`src/rtl/dma_sched_pkg.sv`:
```
// Shared types for the DMA command scheduler: descriptor layout, FSM states and
// the read-engine command code that also kicks the encoder.
package dma_sched_pkg;

    localparam int unsigned DMA_ADDR_WIDTH = 64;
    localparam int unsigned DMA_SIZE_WIDTH = 32;
    localparam logic [31:0] ENC_CMD        = 32'd2;

    typedef struct packed {
        logic                      dir;
        logic [31:0]               rd_command;
        logic [DMA_ADDR_WIDTH-1:0] base_addr;
        logic [DMA_ADDR_WIDTH-1:0] data_ptr;
        logic [DMA_SIZE_WIDTH-1:0] size_bytes;
    } dma_cmd_t;

    typedef enum logic [1:0] {
        StIdle,
        StLaunch,
        StWaitDone,
        StRetire
    } sched_state_e;

endpackage

```
`src/rtl/dma_cmd_fifo.sv`:
```
// Synchronous descriptor FIFO; push while full and pop while empty are ignored.
module dma_cmd_fifo
    import dma_sched_pkg::*;
#(
    parameter int unsigned DEPTH     = 4,
    parameter int unsigned CNT_WIDTH = $clog2(DEPTH + 1)
) (
    input  logic                 clk,
    input  logic                 rst,
    input  logic                 push,
    input  dma_cmd_t             din,
    input  logic                 pop,
    output dma_cmd_t             dout,
    output logic                 full,
    output logic                 empty,
    output logic [CNT_WIDTH-1:0] count
);

    localparam int unsigned PTR_WIDTH = $clog2(DEPTH);

    dma_cmd_t             mem [DEPTH];
    logic [PTR_WIDTH-1:0] wr_ptr_q, rd_ptr_q;
    logic [CNT_WIDTH-1:0] count_q;
    logic                 push_ok, pop_ok;

    assign full    = (count_q == CNT_WIDTH'(DEPTH));
    assign empty   = (count_q == '0);
    assign count   = count_q;
    assign dout    = mem[rd_ptr_q];
    assign push_ok = push & ~full;
    assign pop_ok  = pop & ~empty;

    // Pointers wrap naturally because DEPTH is a power of two.
    always_ff @(posedge clk or posedge rst) begin
        if (rst) begin
            wr_ptr_q <= '0;
            rd_ptr_q <= '0;
            count_q  <= '0;
        end else begin
            if (push_ok) wr_ptr_q <= wr_ptr_q + PTR_WIDTH'(1);
            if (pop_ok)  rd_ptr_q <= rd_ptr_q + PTR_WIDTH'(1);
            case ({push_ok, pop_ok})
                2'b10:   count_q <= count_q + CNT_WIDTH'(1);
                2'b01:   count_q <= count_q - CNT_WIDTH'(1);
                default: count_q <= count_q;
            endcase
        end
    end

    always_ff @(posedge clk) begin
        if (push_ok) mem[wr_ptr_q] <= din;
    end

endmodule

```
`src/rtl/dma_cmd_sched.sv`:
```
// Queues DMA descriptors and issues them one at a time to the read or write engine,
// tracking completions and flagging done pulses that arrive when none is expected.
module dma_cmd_sched
    import dma_sched_pkg::*;
#(
    parameter int unsigned AXI_ADDR_WIDTH      = 64,
    parameter int unsigned AXI_XFER_SIZE_WIDTH = 32,
    parameter int unsigned CMD_DEPTH           = 4,
    parameter int unsigned CNT_WIDTH           = $clog2(CMD_DEPTH + 1)
) (
    input  logic                           clk,
    input  logic                           rst,
    input  logic                           i_cmd_valid,
    output logic                           o_cmd_ready,
    input  logic                           i_cmd_dir,
    input  logic [31:0]                    i_cmd_rd_command,
    input  logic [AXI_ADDR_WIDTH-1:0]      i_cmd_base_addr,
    input  logic [AXI_ADDR_WIDTH-1:0]      i_cmd_data_ptr,
    input  logic [AXI_XFER_SIZE_WIDTH-1:0] i_cmd_size_bytes,
    output logic                           o_rd_start,
    output logic                           o_wr_start,
    output logic [31:0]                    o_rd_command,
    output logic [AXI_ADDR_WIDTH-1:0]      o_base_addr,
    output logic [AXI_ADDR_WIDTH-1:0]      o_data_ptr,
    output logic [AXI_XFER_SIZE_WIDTH-1:0] o_data_size_bytes,
    output logic                           o_encode_cfg_start,
    input  logic                           i_rd_done,
    input  logic                           i_wr_done,
    output logic                           o_busy,
    output logic [CNT_WIDTH-1:0]           o_cmd_count,
    output logic [15:0]                    o_done_count,
    output logic                           o_err,
    input  logic                           i_clr_err
);

    sched_state_e state_q, state_d;
    dma_cmd_t     cmd_in, fifo_head, bus_q;
    logic         fifo_full, fifo_empty, fifo_pop;
    logic [15:0]  done_cnt_q;
    logic         err_q, err_set, in_wait, active_done, launch, size_zero;

    always_comb begin
        cmd_in            = '0;
        cmd_in.dir        = i_cmd_dir;
        cmd_in.rd_command = i_cmd_rd_command;
        cmd_in.base_addr  = DMA_ADDR_WIDTH'(i_cmd_base_addr);
        cmd_in.data_ptr   = DMA_ADDR_WIDTH'(i_cmd_data_ptr);
        cmd_in.size_bytes = DMA_SIZE_WIDTH'(i_cmd_size_bytes);
    end

    dma_cmd_fifo #(
        .DEPTH     (CMD_DEPTH),
        .CNT_WIDTH (CNT_WIDTH)
    ) u_fifo (
        .clk   (clk),
        .rst   (rst),
        .push  (i_cmd_valid & o_cmd_ready),
        .din   (cmd_in),
        .pop   (fifo_pop),
        .dout  (fifo_head),
        .full  (fifo_full),
        .empty (fifo_empty),
        .count (o_cmd_count)
    );

    assign o_cmd_ready = ~fifo_full;
    assign size_zero   = (bus_q.size_bytes == '0);
    assign in_wait     = (state_q == StWaitDone);
    assign active_done = bus_q.dir ? i_wr_done : i_rd_done;
    assign launch      = (state_q == StLaunch) & ~size_zero;

    // Only the active engine's done during WAIT_DONE is legitimate.
    assign err_set = (i_rd_done & ~(in_wait & ~bus_q.dir)) |
                     (i_wr_done & ~(in_wait &  bus_q.dir));

    always_comb begin
        state_d  = state_q;
        fifo_pop = 1'b0;
        unique case (state_q)
            StIdle: begin
                if (!fifo_empty) begin
                    fifo_pop = 1'b1;
                    state_d  = StLaunch;
                end
            end
            StLaunch:   state_d = size_zero ? StRetire : StWaitDone;
            StWaitDone: if (active_done) state_d = StRetire;
            StRetire:   state_d = StIdle;
            default:    state_d = StIdle;
        endcase
    end

    always_ff @(posedge clk or posedge rst) begin
        if (rst) begin
            state_q    <= StIdle;
            bus_q      <= '0;
            done_cnt_q <= '0;
            err_q      <= 1'b0;
        end else begin
            state_q <= state_d;
            if (fifo_pop)            bus_q      <= fifo_head;
            if (state_q == StRetire) done_cnt_q <= done_cnt_q + 16'd1;
            if (err_set)             err_q      <= 1'b1;
            else if (i_clr_err)      err_q      <= 1'b0;
        end
    end

    assign o_rd_start         = launch & ~bus_q.dir;
    assign o_wr_start         = launch &  bus_q.dir;
    assign o_encode_cfg_start = o_rd_start & (bus_q.rd_command == ENC_CMD);
    assign o_rd_command       = bus_q.rd_command;
    assign o_base_addr        = AXI_ADDR_WIDTH'(bus_q.base_addr);
    assign o_data_ptr         = AXI_ADDR_WIDTH'(bus_q.data_ptr);
    assign o_data_size_bytes  = AXI_XFER_SIZE_WIDTH'(bus_q.size_bytes);
    assign o_busy             = (state_q != StIdle) | (o_cmd_count != '0);
    assign o_done_count       = done_cnt_q;
    assign o_err              = err_q;

endmodule

```
`config.mk`:
```
export PLATFORM = sky130hd
export DESIGN_NAME = dma_cmd_sched
export DESIGN_NICKNAME = d
export VERILOG_FILES = /design/src/rtl/dma_sched_pkg.sv /design/src/rtl/dma_cmd_fifo.sv /design/src/rtl/dma_cmd_sched.sv
export SDC_FILE = /design/constraint.sdc
export NUM_CORES = 1
export LEC_CHECK = 0
export BUFFER_PORTS_ARGS = -buffer_cell sky130_fd_sc_hd__buf_2
export CAP_MARGIN = 20
export CORE_MARGIN = 10
export CORE_UTILIZATION = 58
export DETAILED_ROUTE_END_ITERATION = 12
export PLACE_DENSITY = 0.79
export SETUP_SLACK_MARGIN = 0.05
export SLEW_MARGIN = 0
export SYNTH_ARGS = -nofsm -noshare
export SYNTH_HDL_FRONTEND = slang
export SYNTH_SLANG_ARGS = --single-unit
```
`constraint.sdc`:
```
create_clock -name clk -period 7.7 [get_ports clk]
set_input_delay 0.385 -clock clk [delete_from_list [all_inputs] [get_ports clk]]
set_output_delay 0.385 -clock clk [all_outputs]
set_load 0.005 [all_outputs]
```
======== Word level (Yosys, flattened, before mapping) ========
Memory sizes are Yosys's and may differ from the RTL's. A register that Yosys moved wholly into a read port is not among the register bits.
Cells that the tools add are included.
word-level totals
  register bits after elaboration ......... 26
  memory bits (writable) .................. 772
  input bits .............................. 199
  output and inout bits ................... 217
  logic and storage cells ................. 60
  memories kept ........................... 1
memory list
  name        words  bits a word  rd ports  clocked after memory_dff  write ports  RTL line            source
  u_fifo.mem  4      193          1         1                         1            dma_cmd_fifo.sv:21  dma_cmd_t mem [DEPTH];
operators by class
  add/sub/neg operators ................... 5
  equality and inequality tests ........... 9
  muxes and demuxes ....................... 12
  bitwise gates (word level) .............. 19
  reduce and logical (&&, ||, !) cells .... 8
operator list
  cell                                                  count
  equality test 32 x 2 -> 1 bit, second input constant  1
  zero test 32 bit                                      1
  adder 16 x 1 -> 16 bit, second input constant         1
  bitwise AND 1 bit                                     11
  two-way mux 1 bit                                     8
  one-hot mux 2 bit (4 select lines)                    1
  equality test 2 bit, second input constant            3
  NOT 1 bit                                             6
  one-hot mux 3 bit (2 select lines)                    1
  nonzero test 2 bit                                    3
  adder 2 x 1 -> 2 bit, second input constant           2
  equality test 2 x 1 -> 1 bit, second input constant   2
  two-way mux 2 bit                                     2
  adder 3 x 1 -> 3 bit, second input constant           1
  equality test 3 bit, second input constant            1
  zero test 3 bit                                       1
  nonzero test 3 bit                                    1
  subtractor 3 x 1 -> 3 bit, second input constant      1
  zero test 2 bit                                       1
  != test 2 x 1 -> 1 bit, second input constant         1
  != test 2 bit, second input constant                  1
  OR 1 bit                                              2
  AND reduction 2 bit                                   1

======== Depth between registers and ports, before layout ========
  depth in word-level cells ............... 6
  gate-level depth with buffers ........... 11

======== Hierarchy ========
From an unflattened synthesis, not the netlist that was laid out.
second synthesis, totals
  cell total of the unflattened synthesis .. 1754
  area, all modules ....................... 38014.0 um^2
modules (own cells, without submodules)
  module         times used  cells each  area an instance (um^2)
  dma_cmd_fifo   1           1047        28274.6
  dma_cmd_sched  1           707         9739.3

======== Worst setup path after synthesis ========
No wires, ideal clock.
  path type ............................... register to register
  start ................................... reg u_fifo.count_q[0], in the netlist u_fifo.count[0]
  end ..................................... mem u_fifo.mem[0][0] (netlist name) (enable)
  arrival time ............................ 5139 ps
  setup slack ............................. 1982 ps
  stages on the path, launching flop included .. 4
  path through ............................ dfrtp_1 nor2_1 nand2_1 and3_1
on the way
  longest elaborated chain between the ends .. 6
RTL lines
  element                                    RTL line             source
  from (decl)                                dma_cmd_fifo.sv:23   logic [CNT_WIDTH-1:0] count_q;
  from (signal assigned)                     dma_cmd_fifo.sv:43   2'b10: count_q <= count_q + CNT_WIDTH'(1);
  from (signal assigned)                     dma_cmd_fifo.sv:44   2'b01: count_q <= count_q - CNT_WIDTH'(1);
  from (signal assigned)                     dma_cmd_fifo.sv:45   default: count_q <= count_q;
  equality test 3 bit *                      dma_cmd_fifo.sv:26   assign full = (count_q == CNT_WIDTH'(DEPTH));
  NOT 1 bit *                                dma_cmd_sched.sv:66  assign o_cmd_ready = ~fifo_full;
  net o_cmd_ready                            dma_cmd_sched.sv:14  output logic o_cmd_ready,
  bitwise AND 1 bit                          dma_cmd_sched.sv:57  .push (i_cmd_valid & o_cmd_ready),
  bitwise AND 1 bit *                        dma_cmd_fifo.sv:30   assign push_ok = push & ~full;
  two-way mux 1 bit *                        dma_cmd_fifo.sv:51   if (push_ok) mem[wr_ptr_q] <= din;
  two-way mux 1 bit (not written as such) *  dma_cmd_fifo.sv:51
  to (decl)                                  dma_cmd_fifo.sv:21
The timed path passes the listed nets; every way through them passes the cells marked *.

======== Final worst setup path ========
  start ................................... reg state_q[0]
  end ..................................... reg, netlist name o_rd_command[5]
on the way
  longest elaborated chain between the ends .. 2
RTL lines
  element                 RTL line              source
  from (decl)             dma_cmd_sched.sv:36   sched_state_e state_q, state_d;
  from (signal assigned)  dma_cmd_sched.sv:95   state_q <= StIdle;
  from (signal assigned)  dma_cmd_sched.sv:100  state_q <= state_d;
  zero test 2 bit         dma_cmd_sched.sv:79   unique case (state_q)
  two-way mux 1 bit       dma_cmd_sched.sv:79
Every way passes these cells.
A chain may end at the register's enable or synchronous reset.

==> results.cfg <==
[cells_and_area]
nNetsFinal = 2821
final_area_mm2 = 0.0448
fill_cells = 3976
final_util_pct = 69.3
drive_gt1_share_pct = 29.5
syn_to_final_growth_pct = 18.0

[routing]
drc = 0
drt_pass1_iterations = 6
drt_iter0_markers = 1957
vias_per_cell = 5.66
wl_per_cell_um = 24.7
vias = 20196
drt_wl_total_mm = 88.3
drt.antenna.violating_nets = 0

[clock_network]
cts_tree = yes
postCtsSetupBuffers = 0
numCtsBuffers = 97
clock_path_buffers = 3
cts_resized = 0
cts_sinks = 991
cts-hold-fix-buffers = 195
htreeDepth = 3
clk_pin_slew_ns = 0.06
root_buffer = clkbuf_16
worst_skew_pair.late_latency_ns = 0.64

[run_status]
status = finished clean

[power_and_ir_drop]
internal-power_mw = 12.2
peakVddDrop_v = 0.000276
comb_power_share_pct = 27.1
power_frac_clock_pct = 27.5
power_switching_mw = 5.51
power_density_mw_per_mm2 = 395
power_frac_seq_pct = 45.4
power.leakage_nw = 17.4
switching_share_pct = 31.1

[yosys]
yosysTopAreaCellShare_pct = 61.0
yosysUniqueCellTypes = 34
synth.area.top_cells = edfxtp_1 (61%), dfrtp_1 (14%), mux4_2 (11%), nand2_1 (5.8%), buf_4 (3.9%)
synth.most_common_cell = edfxtp_1
yosys_register_bits = 991
yosysTopAreaCell = edfxtp_1
ys_top_cells_by_count = edfxtp_1 (772), nand2_1 (588), dfrtp_1 (219)
synth_ff_type = edfxtp_1
synthArstFlopShare_pct = 22.1
seq_area_frac_synth_pct = 75.4
synth_nets = 2369
synthCells = 2158
synth_edf_count = 772
yosysWarnings = 0
synth.avg_cell_area_um2 = 17.6
syn_area_mm2 = 0.0380

[sta]
period_share_pct = 50.9
worst_slew_pin_slew_ns = 1.13
clock.fmax_mhz = 255
slew_viol_final = 0
setup_viol = 0
setup_tns_ns = 0
finalClockSkew_ns = 0.0271
hold_violations = 0
rsz0062_at_grt = no
relSlewSlack_pct = 24.5
period_needed_ns = 3.92

[setup_path]
start_kind = flip-flop
crit_type = flip-flop to flip-flop
worstPathCellList = inv_1 -> ha_1 -> nand2b_4 -> inv_6 -> buf_4 -> buf_4 -> nand2_1 -> nand2_1
end_kind = flip-flop
worstPathArrival_ns = 4.48
slowest_delay_ns = 0.79
crit_fanout = 85
cp_slowest_cell = inv_6
required_ns = 8.26

[grt]
grt-ovfl-total = 0
gr-usage-all-layers_pct = 22.7
grt_first_pass_wirelength_mm = 130
antenna_found_initial = 25
grt_pass1_vias = 21295
grt_max_degree = 147

[die]
initial_core_util_pct = 58.7
die-area_mm2 = 0.0762
core_region_area_mm2 = 0.0647
row_count = 93
fp.dieW_um = 276
ios = 416
die_h_um = 276

[job]
maxCapViolCount = 0

[placed_design]
placed_cell_area_mm2 = 0.0394
io_buffers = 415
gp_congestion = 0.804
dp_hpwl_mm = 49.2

[hold_path]
holdCritPathClass = input pin to flip-flop
==> flip-flops by register name, indices dropped and copies added (netlist names), 3 cells and up <==
name	count
o_done_count	16
o_base_addr	64
u_fifo.count	3
o_data_ptr	64
o_data_size_bytes	32
o_rd_command	32
u_fifo.mem	772
==> layer usage <==
layer | wire length, um | vias up | share of wire, % | global-route usage (%)
li1 | - | 8714 | - | -
met2 | 45600 | 898 | 52 | 37.7
met1 | 32700 | 10403 | 37 | 28.8
met5 | 92 | - | 0.10 | 0
met3 | 7740 | 167 | 8.8 | 6.70
met4 | 2260 | 14 | 2.6 | 6.56
==> final cells by class <==
type	count	area, um^2	area share (%)
sequential	991	28700	64.0
antenna	20	50.0	0.112
multi-input combinational	878	7340	16.4
clock inverter	46	544	1.21
tap	855	1070	2.39
clock buffer	138	2790	6.23
timing repair buffer	632	4310	9.62
inverter	10	50.0	0.112
==> cells in the final DEF, fill, tap and decap left out, types with 3 or more instances in the layout <==
cell type,count
edfxtp_1,772
clkinv_1,11
diode_2,20
clkbuf_16,99
buf_12,3
nor4_1,16
clkinv_8,4
clkinv_2,18
clkbuf_8,17
mux2i_1,3
buf_2,415
xnor2_1,12
buf_16,4
mux2_2,3
nor2_1,8
dlygate4sd3_1,196
buf_4,14
bufinv_16,11
inv_1,8
nand4_1,8
o21ai_0,4
and3_4,4
nand2_1,588
mux4_2,193
nor3_1,3
dfrtp_1,217
xor2_1,9
clkbuf_1,22
ha_1,11
nand3_1,3
==> through the flow <==
step           instances  hold slack (ns)  worst slack (ns)  power (mW)
3_3_place_gp        3166            0.452              3.99        12.6
3_5_place_dp        3168            0.452              3.84        12.8
5_1_grt             3565            0.202              3.52        18.6
2_1_floorplan       2158            0.447              1.32        11.8
6_report            3570            0.206              3.78        17.7
4_1_cts             3547           0.0118              3.82        17.8
==> kinds of logic after synthesis <==
logic type      Yosys count  share of synthesized area (%)
flops                   991                           75.4
simple gates            638                           6.60
buf+inv                 289                           5.35
mux                     199                           11.6
xor+xnor                 21                          0.484
fa+ha+maj                12                          0.415
compound gates            8                          0.122
==> worst paths after layout <==
path                                        from                    end  slack (ns)  cells past startpoint
worst min-delay path                 i_cmd_valid     u_fifo.wr_ptr_q[0]        0.21                      3
min in group asynchronous                    rst         o_base_addr[1]        0.25                      3
worst max-delay path                  state_q[0]        o_rd_command[5]        3.78                      8
worst min register to register  o_done_count[15]       o_done_count[15]        0.47                      1
max in group asynchronous                    rst  o_data_size_bytes[31]        5.60                      5
worst max register to register        state_q[0]        o_rd_command[5]        3.78                      8
==> power groups by stage <==
stage	logic (mW)	clock network (mW)	registers [mW]
6_report	4.81	4.87	8.04
5_1_grt	5.27	5.17	8.14
4_1_cts	4.84	4.93	8.00
3_5_place_dp	4.69	0	8.08
3_3_place_gp	4.59	0	8.00
2_1_floorplan	3.93	0	7.89
==> worst max-delay path: cells and delay by family (launching register included) <==
kind	cells	cell delay, ns
buf+inv	4	2.32
simple gates	3	0.69
fa+ha+maj	1	0.26
flops	1	0.42
No activity file was read; power rests on OpenSTA's default activity.
